## config.mk

```make
export PLATFORM = sky130hd
export DESIGN_NAME = frame_serializer
export DESIGN_NICKNAME = d
export VERILOG_FILES = /design/src/rtl/frame_serializer.sv
export SDC_FILE = /design/constraint.sdc
export NUM_CORES = 1
export LEC_CHECK = 0
export CAP_MARGIN = 30
export CORE_ASPECT_RATIO = 1.1
export CORE_UTILIZATION = 46
export CTS_BUF_LIST = sky130_fd_sc_hd__clkbuf_4
export DETAILED_ROUTE_END_ITERATION = 7
export PLACE_DENSITY = 0.78
export SLEW_MARGIN = 20
export SYNTH_ARGS = -nofsm -noshare
export SYNTH_HDL_FRONTEND = slang
export SYNTH_SLANG_ARGS = --single-unit
export TNS_END_PERCENT = 5
```

## constraint.sdc

```tcl
create_clock -name clock -period 3.4 [get_ports clock]
set_input_delay 1.02 -clock clock [delete_from_list [all_inputs] [get_ports clock]]
set_output_delay 1.02 -clock clock [all_outputs]
set_load 0.03 [all_outputs]
```

## src/rtl/frame_serializer.sv

```systemverilog
`default_nettype none
// ============================================================================
//  Module      : frame_serializer
//  Description : Asynchronous-style serial line framer. Accepts a payload
//                word over a valid/ready handshake and shifts it out as
//                START(0), DATA bits, optional PARITY, STOP(1) bit(s), with
//                each line bit held for BIT_PERIOD clocks.
//
//  Parameters  : DATA_WIDTH  payload bits per frame (>= 1)
//                BIT_PERIOD  clocks per line bit (>= 1)
//                MSB_FIRST   0 = LSB first, 1 = MSB first
//                STOP_BITS   number of stop bits (1 or 2)
//
//  Ports       : clock      in   rising-edge clock
//                reset      in   asynchronous, active-high reset
//                data_in    in   payload word (DATA_WIDTH bits)
//                valid_in   in   data_in is valid
//                ready_out  out  block can accept a word (IDLE only)
//                data_out   out  serial line, idle high (registered)
//                busy       out  frame in progress (registered)
//                done       out  one-clock pulse on return to IDLE (registered)
//
//  Build option: FRAME_SERIALIZER_PARITY_EN -- when defined, an even-parity
//                bit (XOR of the captured word) follows the payload.
//
//  Revision    : 1.0  initial release
// ============================================================================
module frame_serializer #(
    parameter int DATA_WIDTH = 8,
    parameter int BIT_PERIOD = 1,
    parameter int MSB_FIRST  = 0,
    parameter int STOP_BITS  = 1
) (
    input  logic                  clock,
    input  logic                  reset,
    input  logic [DATA_WIDTH-1:0] data_in,
    input  logic                  valid_in,
    output logic                  ready_out,
    output logic                  data_out,
    output logic                  busy,
    output logic                  done
);

    // ------------------------------------------------------------------------
    // Constants
    // ------------------------------------------------------------------------
    // The bit counter carries one spare bit so that DATA_WIDTH-1 is always
    // representable, including DATA_WIDTH = 1 where $clog2 returns 0.
    localparam int c_CNT_W = $clog2(DATA_WIDTH) + 1;
    localparam int c_PER_W = (BIT_PERIOD > 1) ? $clog2(BIT_PERIOD) : 1;

    localparam logic [c_CNT_W-1:0] c_CNT_ONE   = c_CNT_W'(1);
    localparam logic [c_CNT_W-1:0] c_LAST_DATA = c_CNT_W'(DATA_WIDTH - 1);
    localparam logic [c_CNT_W-1:0] c_LAST_STOP = c_CNT_W'(STOP_BITS - 1);
    localparam logic [c_PER_W-1:0] c_PER_ONE   = c_PER_W'(1);
    localparam logic [c_PER_W-1:0] c_LAST_TICK = c_PER_W'(BIT_PERIOD - 1);

    // ------------------------------------------------------------------------
    // State encoding
    // ------------------------------------------------------------------------
    typedef enum logic [2:0] {
        S_IDLE   = 3'd0,
        S_START  = 3'd1,
        S_DATA   = 3'd2,
`ifdef FRAME_SERIALIZER_PARITY_EN
        S_PARITY = 3'd4,
`endif
        S_STOP   = 3'd3
    } state_t;

    // ------------------------------------------------------------------------
    // Registers
    // ------------------------------------------------------------------------
    state_t                r_state;
    logic [DATA_WIDTH-1:0] r_word;     // captured payload, frozen for the frame
    logic [c_CNT_W-1:0]    r_bit_cnt;  // data-bit index in DATA, stop index in STOP
    logic [c_PER_W-1:0]    r_period;   // clocks elapsed within the current line bit

    // ------------------------------------------------------------------------
    // Payload bit selection
    // ------------------------------------------------------------------------
    // w_ordered puts the payload in transmission order so that index 0 is
    // always the first bit on the line regardless of MSB_FIRST.
    logic [DATA_WIDTH-1:0] w_ordered;

    generate
        if (MSB_FIRST != 0) begin : g_msb_first
            always_comb begin
                w_ordered = '0;
                for (int i = 0; i < DATA_WIDTH; i++) begin
                    w_ordered[i] = r_word[DATA_WIDTH-1-i];
                end
            end
        end else begin : g_lsb_first
            assign w_ordered = r_word;
        end
    endgenerate

    // Index of the payload bit that goes on the line at the next bit
    // boundary: bit 0 when leaving START, the following bit while in DATA.
    logic [c_CNT_W-1:0] w_next_idx;
    logic               w_next_bit;

    assign w_next_idx = (r_state == S_DATA) ? (r_bit_cnt + c_CNT_ONE) : '0;

    // Compare-based mux keeps the index width independent of the payload
    // width and never reads outside the word.
    always_comb begin
        w_next_bit = 1'b1;
        for (int i = 0; i < DATA_WIDTH; i++) begin
            if (w_next_idx == c_CNT_W'(i)) begin
                w_next_bit = w_ordered[i];
            end
        end
    end

`ifdef FRAME_SERIALIZER_PARITY_EN
    logic w_parity;
    assign w_parity = ^r_word;
`endif

    // Acceptance is possible only in IDLE; ready is a pure state decode.
    assign ready_out = (r_state == S_IDLE);

    // ------------------------------------------------------------------------
    // Frame sequencer
    // ------------------------------------------------------------------------
    // Every line value is registered together with the state that owns it,
    // so data_out changes on the same edge as the state and never glitches.
    always_ff @(posedge clock or posedge reset) begin
        if (reset) begin
            r_state   <= S_IDLE;
            r_word    <= '0;
            r_bit_cnt <= '0;
            r_period  <= '0;
            data_out  <= 1'b1;
            busy      <= 1'b0;
            done      <= 1'b0;
        end else begin
            done <= 1'b0;

            case (r_state)
                S_IDLE: begin
                    data_out  <= 1'b1;
                    busy      <= 1'b0;
                    r_bit_cnt <= '0;
                    r_period  <= '0;
                    // ready_out is high throughout IDLE, so valid_in alone
                    // completes the handshake here.
                    if (valid_in) begin
                        r_word   <= data_in;
                        r_state  <= S_START;
                        data_out <= 1'b0;
                        busy     <= 1'b1;
                    end
                end

                default: begin
                    if (r_period != c_LAST_TICK) begin
                        r_period <= r_period + c_PER_ONE;
                    end else begin
                        // Bit boundary: reload the period counter and put
                        // the next line bit out on this same edge.
                        r_period <= '0;

                        case (r_state)
                            S_START: begin
                                r_state   <= S_DATA;
                                r_bit_cnt <= '0;
                                data_out  <= w_next_bit;
                            end

                            S_DATA: begin
                                if (r_bit_cnt == c_LAST_DATA) begin
                                    r_bit_cnt <= '0;
`ifdef FRAME_SERIALIZER_PARITY_EN
                                    r_state   <= S_PARITY;
                                    data_out  <= w_parity;
`else
                                    r_state   <= S_STOP;
                                    data_out  <= 1'b1;
`endif
                                end else begin
                                    r_bit_cnt <= r_bit_cnt + c_CNT_ONE;
                                    data_out  <= w_next_bit;
                                end
                            end

`ifdef FRAME_SERIALIZER_PARITY_EN
                            S_PARITY: begin
                                r_state   <= S_STOP;
                                r_bit_cnt <= '0;
                                data_out  <= 1'b1;
                            end
`endif

                            S_STOP: begin
                                data_out <= 1'b1;
                                if (r_bit_cnt == c_LAST_STOP) begin
                                    r_state   <= S_IDLE;
                                    r_bit_cnt <= '0;
                                    busy      <= 1'b0;
                                    done      <= 1'b1;
                                end else begin
                                    r_bit_cnt <= r_bit_cnt + c_CNT_ONE;
                                end
                            end

                            default: begin
                                // Unused encodings fall back to a quiet idle
                                // line without signalling completion.
                                r_state   <= S_IDLE;
                                r_bit_cnt <= '0;
                                data_out  <= 1'b1;
                                busy      <= 1'b0;
                            end
                        endcase
                    end
                end
            endcase
        end
    end

endmodule
`default_nettype wire

```

Word-level counts from Yosys, hierarchy flattened
Cells that the tools add are included.

storage, ports and cells
  output and inout bits = 4
  input bits = 11
  register bits = 19

cells by class
  equality and inequality tests = 16
  add/subtract/negate cells = 2
  muxes and demuxes = 36
  reductions and logical operators = 7

operators by type and width
  cell                                                   number
  two-way mux 1 bit                                      22
  equality test 4 x 3 -> 1 bit, second input constant    5
  two-way mux 4 bit                                      5
  two-way mux 3 bit                                      5
  one-hot mux 3 bit (3 select lines)                     1
  equality test 4 x 2 -> 1 bit, second input constant    2
  logical NOT 4 bit                                      2
  one-hot mux 4 bit (2 select lines)                     1
  equality test 3 x 2 -> 1 bit, second input constant    2
  adder 4 x 1 -> 4 bit, second input constant            1
  equality test 4 x 1 -> 1 bit, second input constant    1
  inequality test 2 bit, second input constant           2
  one-hot mux 1 bit (2 select lines)                     2
  AND reduction 4 bit                                    1
  equality test 3 x 1 -> 1 bit, second input constant    1
  logical NOT 3 bit                                      1
  inequality test 3 x 2 -> 1 bit, second input constant  1
  inequality test 3 bit, second input constant           1
  AND reduction 3 bit                                    1
  inequality test 2 x 1 -> 1 bit, second input constant  1
  AND reduction 2 bit                                    1
  OR reduction 2 bit                                     1
  adder 1 bit, second input constant                     1

Longest topological paths before layout
Gate-level depths: netlist of the first run.

  word-level depth = 15
  mapped depth = 7

Worst setup path before layout of the first run
No wires, ideal clock.

  path type = reg-to-output
  start point = reg r_state[0]
  end point = out ready_out
  setup slack = 1,560 ps
  arrival time = 820 ps
  path buffers = 0
  cell stages (with the launch flop) = 3
  cell sequence = dfrtp_1 inv_1 ha_1

between the ends
  cells in the longest elaborated chain, start to end = 1

ends and longest elaborated chain
  what                    RTL line  RTL
  start, declared         74        state_t r_state;
  start signal, assigned  132       r_state <= S_IDLE;
  start signal, assigned  152       r_state <= S_START;
  start signal, assigned  168       r_state <= S_DATA;
  logical NOT 3 bit       123       assign ready_out = (r_state == S_IDLE);
  end, declared           38        output logic ready_out,

No other way between the ends.

Worst setup path in the final report of the first run
Same ends and word-level chain as after synthesis.

==> results of run 1 <==
[path summary, 6_finish.rpt]
path / to / cells after the start
max: ready_out / 3
max reg2reg: data_out / 7
min in group asynchronous: busy / 2
min: busy / 2
max in group asynchronous: done / 2
min reg2reg: busy / 2
[per-layer routing]
layer | vias to the layer above | wire length (um) | global-route usage, %
met3 | 4 | 56 | 3.36
li1 | 335 | - | -
met5 | - | 0 | 0
met4 | 0 | 23 | 7.07
met2 | 16 | 852 | 30.1
met1 | 335 | 727 | 24.4
[layout make-up]
cell class,count,share of cell area (%)
Multi-Input combinational cell,59,39.7
Tap cell,27,3.07
Inverter,9,3.07
Sequential cell,17,38.7
Clock buffer,4,2.73
Timing Repair Buffer,14,12.7
[layout by cell type, fill, tap and decap left out, drive strengths merged, types with 2 or more instances in the layout]
cell type	count
a21oi	3
mux2	8
nand3	2
ha	6
o31ai	3
nor2	3
clkbuf	4
xnor2	2
o21ai	6
clkdlybuf4s50	14
and2	3
inv	9
nand2	9
dfrtp	16
[critical path: cells and delay by family (launching register included)]
family                     cells  cell delay [ns]
adders and majority gates      1             0.30
DFF                            1             0.42
buffers and inverters          2             0.83
[sequential cells by signal (all words and copies together), names as in the netlist]
name	cells
r_bit_cnt	4
r_state	2
r_word	8
data_out	1
busy	1
done	1
[where the power goes]
part | total, mW | internal [mW] | switching [mW]
Clock | 0.116 | 0.0536 | 0.0623
Combinational | 0.420 | 0.194 | 0.227
Sequential | 0.346 | 0.289 | 0.0570
Total | 0.882 | 0.536 | 0.346
[cells by family (layout without fill, tap and decap cells)]
logic type | after synthesis | count (layout) | synth area share [%]
buffers and inverters | 10 | 27 | 4.56
AND/OR/NAND/NOR | 21 | 21 | 11.2
flip-flops | 17 | 17 | 47.2
XOR/XNOR | 2 | 2 | 1.94
adder cells (fa/ha/maj) | 6 | 6 | 8.30
AO/OA/AOI/OAI | 21 | 21 | 15.8
multiplexers | 9 | 9 | 11.1
[per-stage QoR]
step	std cells	setup WS, ns	hold slack, ns	util (%)	instance area [sq um]
global route	130	0.438	0.549	60.4	1100
detailed placement	126	0.871	0.498	58.8	1070
CTS	130	0.543	0.525	60.4	1100
finish	130	0.537	0.523	60.4	1100
floorplan	86	1.56	0.479	-	905
global placement	126	0.899	0.491	58.8	1070
==> summary.txt, run 1 <==
Timing
  – Clock Skew: ~0.0015 ns
  – Crit share post-route: a little over four fifths
  – Max_slew headroom: approximately 58%
  – Least-Margin Pin Slew: 0.633 ns
  – Hold Vio Cnt, Final: 0
  – Fin crit period: about 2.9 ns
  – Fmax: 0.349 GHz
  – Slew Viols, Final: 0
  – RSZ-0062 raised after global routing: false
  – Final setup TNS: 0 ns
  – Setup violations, final: 0

Placement
  – Input/output buffers: 14
  – HPWL Detailed: 1.23 mm
  – RD Place Congestion: ~0.79

Cells and area
  – Layout area overhead: 21.7%
  – Sequential Area: 427 sq um
  – ANT cells: 0
  – Multi-input logic area: 437 sq um
  – Final #Nets: around 120
  – Fraction of layout cells with a size suffix above 1: 14.6%
  – Fill cell count: approximately 140

Global route
  – Antenna violations before repair: 0
  – First-pass GRT wire length: about 3 mm
  – Largest net degree at the start of global routing: 18
  – Total gr overflow: 0
  – Vias in the first global route: 678
  – GRT Total Usage: 18.6%

Floorplanning
  – Die area: 0.00215 sq mm
  – Die Ht: 48.5 um
  – IO Pins: 15
  – Core area: 0.00182 sq mm
  – Die W: 44.3 um
  – Initial Utilization: 49.7%
  – Rows: 16

Logic synthesis
  – Synth top area share: around 44%
  – Syn Std Cell Area: 905 sq um
  – Ranking of synthesized cells by area: dfrtp_1 44%, mux2_2 10%, ha_1 8.3%, inv_1 3.7%, nand2_1 3.7%
  – EDFF count, synth: 0
  – Synth Flop Type: dfrtp_1
  – Most frequent cell after synthesis: dfrtp_1
  – Number of synthesized register bits: 17
  – Area leader, netlist: dfrtp_1
  – Synth Instances: between 80 and 90
  – Post-synthesis net count: approximately 100
  – Post-synth ARST share: between 90% and 100%
  – Distinct cell type count after synthesis: 28
  – Avg Synthesized Cell Area: 10.5 sq um
  – YS warnings: 0
  – Seq/Total Area, Yosys: 47.2%
  – Synth cell count leaders: 16 x dfrtp_1, 9 x inv_1, 9 x nand2_1

Clocking
  – Post-CTS setup buffers: 0
  – H-tree lvl count: 1
  – CTS tree: done
  – Worst-path clk slew: ~0.09 ns
  – Clock Tree Buf Depth: 2
  – Number of sinks on the clock net: 17
  – Skew-Pair Late Insertion Delay: 0.29 ns
  – Root Buffer: clkbuf_4
  – # hold bufs at CTS: 0
  – Post-CTS Resized: 0
  – CTS Buf Count: 3

Drt
  – DRC: 0
  – Post-DRT Antenna Nets: 0
  – DR vias: 690
  – Wire length per cell: between 10 and 15 um
  – Vias per cell: 5.31
  – DR iter-0 viols: 15
  – Total wire length: 1.66 mm
  – Pre-antenna DRT Iters: 4

Worst setup path
  – Maximum fanout along the worst path: 8
  – Reg2reg start: r_bit_cnt[0]
  – Crit path from: r_state[0]
  – Flop-to-flop setup slack: 1.50 ns
  – Crit path DAT: 1.84 ns
  – Req. time, crit path: 2.38 ns
  – Crit start category: flip-flop
  – Kind of end point of the critical path: output pin
  – Crit-path max cell delay: 0.72 ns
  – CP cell instances: inv_1 -> ha_1 -> clkdlybuf4s50_1
  – Critical path type: flip-flop to output pin
  – Worst path slowest cell: clkdlybuf4s50_1

Power and ir drop
  – Power Total: roughly 900 uW
  – Power per cell area: 801 mW/mm^2
  – Leakage: ~0.48 nW
  – Peak supply drop: 0.408 mV

Run
  – Max-cap viol count: 0

Hold path
  – Hold path startpoint: busy
  – Hold Crit Class: flip-flop to flip-flop

Run status
  – Status: complete, no violations
No activity file was read; power rests on OpenSTA's default activity.
==> run 2, diff against run 1 <==
- clock period: 3.4 -> 2.8 ns (I/O delays scaled with it)
==> results of run 2 <==
The final DEF is identical to that of run 1. Status: complete, no violations.
Main changes from that run: setup slack after placement 0.871 ns -> 0.451 ns; setup slack after layout 0.537 ns -> 0.117 ns; register-to-register setup slack 1.50 ns -> 0.90 ns; total power 0.882 mW -> 1.07 mW; worst IR drop on VDD 0.408 mV -> 0.495 mV
==> run 3, diff against run 2 <==
- CORE_UTILIZATION: 46 -> 39
- PLACE_DENSITY: 0.78 -> 0.69
==> run 3 against run 2 <==
  * Flip-flop and latch count stayed put
  * Worst setup slack worse by 0.022 ns
  * Combinational power is 0.8% higher
  * Non-clock buffer count stayed put
  * Power is 0.19% lower
  * First-iteration DRC count is 6.7% higher
  * Routed wire length is 2.7% higher
  * Utilization is 8.1 points lower
==> summary.txt, run 3 (synthesized netlist as in run 1, its figures left out) <==
Run status
  – Status: complete, no violations (unchanged)

Clocking
  – Post-CTS Resized: 0 (unchanged)
  – Skew-Pair Late Insertion Delay: 0.29 ns (about the same)
  – Worst-path clk slew: 0.09 ns (about the same)
  – # hold bufs at CTS: 0 (unchanged)
  – Root Buffer: clkbuf_4 (unchanged)
  – Number of sinks on the clock net: 17 (unchanged)
  – CTS tree: done (unchanged)
  – CTS Buf Count: 3 (unchanged)
  – Clock Tree Buf Depth: 2 (unchanged)
  – Post-CTS setup buffers: 0 (unchanged)
  – H-tree lvl count: 1 (unchanged)

Worst setup path
  – Critical path buffers and inverters: 2 (unchanged)
  – Flop-to-flop setup slack: 0.89 ns (was 0.90 ns)
  – Worst path slowest cell: clkdlybuf4s50_1 (unchanged)
  – Kind of end point of the critical path: output pin (unchanged)
  – Crit path DAT: 1.86 ns (was 1.84 ns)
  – Delay-heaviest family, CP: buffers and inverters (unchanged)
  – CP cell instances: inv_1 -> ha_1 -> clkdlybuf4s50_1 (unchanged)
  – Req. time, crit path: 1.96 ns (about the same)
  – Maximum fanout along the worst path: 8 (unchanged)
  – Crit start category: flip-flop (unchanged)
  – Critical path type: flip-flop to output pin (unchanged)
  – Crit-path max cell delay: 0.73 ns (was 0.72 ns)

Placement
  – DP Cell Count: 127 (was 126)
  – RD Place Congestion: 0.799 (was 0.785)
  – HPWL Detailed: 1.32 mm (was 1.23 mm)
  – Placement Cell Area: 0.00107 sq mm (about the same)
  – Input/output buffers: 14 (unchanged)

Timing
  – Fmax: 0.370 GHz (was 0.373 GHz)
  – Final setup TNS: 0 ns (unchanged)
  – Least-Margin Pin Slew: 0.625 ns (was 0.633 ns)
  – Clock Skew: 0.00399 ns (was 0.00145 ns)
  – Crit share post-route: 96.6% (was 95.8%)
  – RSZ-0062 raised after global routing: false (unchanged)
  – Setup violations, final: 0 (unchanged)
  – Min Hold Slack: 0.520 ns (was 0.523 ns)
  – Max_slew headroom: 58.3% (was 57.8%)
  – Hold Vio Cnt, Final: 0 (unchanged)
  – Slew Viols, Final: 0 (unchanged)
  – Fin crit period: 2.70 ns (was 2.68 ns)

Power and ir drop
  – Power per cell area: 970 mW/mm^2 (was 973 mW/mm^2)
  – Leakage: 0.478 nW (unchanged)
  – Peak supply drop: 0.604 mV (was 0.495 mV)

Floorplanning
  – IO Pins: 15 (unchanged)
  – Core area: 0.00211 sq mm (was 0.00182 sq mm)
  – Die Ht: 52.5 um (was 48.5 um)
  – Rows: 17 (was 16)
  – Die area: 0.00252 sq mm (was 0.00215 sq mm)
  – Die W: 47.9 um (was 44.3 um)
  – Initial Utilization: 43.0% (was 49.7%)

Drt
  – Pre-antenna DRT Iters: 4 (unchanged)
  – Vias per cell: 5.23 (was 5.31)
  – DRC: 0 (unchanged)
  – Post-DRT Antenna Nets: 0 (unchanged)
  – Wire length per cell: 13.0 um (was 12.8 um)
  – DR vias: 685 (was 690)
  – DR iter-0 viols: 16 (was 15)
  – Total wire length: 1.70 mm (was 1.66 mm)

Global route
  – Vias in the first global route: 735 (was 678)
  – Largest net degree at the start of global routing: 18 (unchanged)
  – Total gr overflow: 0 (unchanged)
  – First-pass GRT wire length: 3.11 mm (was 2.99 mm)
  – Antenna violations before repair: 0 (unchanged)
  – GRT Total Usage: 17.9% (was 18.6%)

Run
  – Max-cap viol count: 0 (unchanged)

Cells and area
  – Layout area overhead: 21.9% (was 21.7%)
  – Most flop-heavy register: r_word (unchanged)
  – Fraction of layout cells with a size suffix above 1: 14.6% (unchanged)
  – Non-Filler Instances: 131 (was 130)
  – Largest registers: r_word: 8 flops, r_bit_cnt: 4 flops, r_state: 2 flops (unchanged)
  – Most common cell after layout, fill and taps aside: dfrtp_1 (unchanged)
  – Final #Nets: 121 (unchanged)
  – ANT cells: 0 (unchanged)
  – Post-Route Utilization: 52.3% (was 60.4%)
  – Commonest cells after routing, fill and taps aside: 16 x dfrtp_1, 14 x clkdlybuf4s50_1, 9 x nand2_1, 9 x inv_1, 8 x mux2_2 (unchanged)
  – Largest register FFs: 8 (unchanged)
  – Design Area, Final: 0.00110 sq mm (about the same)

Hold path
  – Hold Crit Class: flip-flop to flip-flop (unchanged)
==> run 3: cell counts in the layout (fill, tap and decap cells not counted) <==
Identical to the previous run, type by type.
==> run 3: power breakdown <==
part | total (mW) | internal, mW | switching, mW
logic | 0.514 | 0.236 | 0.278
registers | 0.416 | 0.351 | 0.0652
clock network | 0.139 | 0.0650 | 0.0736
total | 1.07 | 0.652 | 0.417
==> run 3: path summary, 6_finish.rpt <==
kind | to | cells after the start | from
worst min-delay path | r_word[2] | 1 | r_word[2]
max in group asynchronous | r_bit_cnt[2] | 2 | reset
worst min register to register | r_word[2] | 1 | r_word[2]
min in group asynchronous | r_word[6] | 2 | reset
worst max register to register | data_out | 7 | r_bit_cnt[0]
worst max-delay path | ready_out | 3 | r_state[0]
==> run 3: cell type report <==
type,count,area (sq um)
well taps,28,35.0
inverters,9,33.8
flip-flops and latches,17,427
clock buffers,4,30.0
repair buffers,14,140
multi-input cells,59,437
fillers,180,1000
==> run 3: routing by layer <==
| metal | GRT usage (%) | part of all wire (%) | up-vias |
|---|---|---|---|
| met1 | 21.1 | 44 | 325 |
| met2 | 29.1 | 49 | 18 |
| met3 | 3.10 | 4.0 | 6 |
| met5 | 0 | 0 | - |
| met4 | 11.1 | 3.5 | 0 |
| li1 | - | - | 336 |
==> run 3: worst reg2reg max path: cells and delay by family (launching register included) <==
| family | cells | cell delay (ns) |
|---|---|---|
| buf+inv | 2 | 0.21 |
| flops | 1 | 0.49 |
| compound gates | 4 | 0.72 |
| fa+ha+maj | 1 | 0.41 |
==> run 3: per-stage QoR <==
| step | setup slack, ns | power (mW) |
|---|---|---|
| 2_1_floorplan | 1.14 | 0.792 |
| 3_3_place_gp | 0.473 | 0.913 |
| 3_5_place_dp | 0.425 | 0.935 |
| 4_1_cts | 0.104 | 1.08 |
| 5_1_grt | 0.0243 | 1.16 |
| 6_report | 0.0955 | 1.07 |
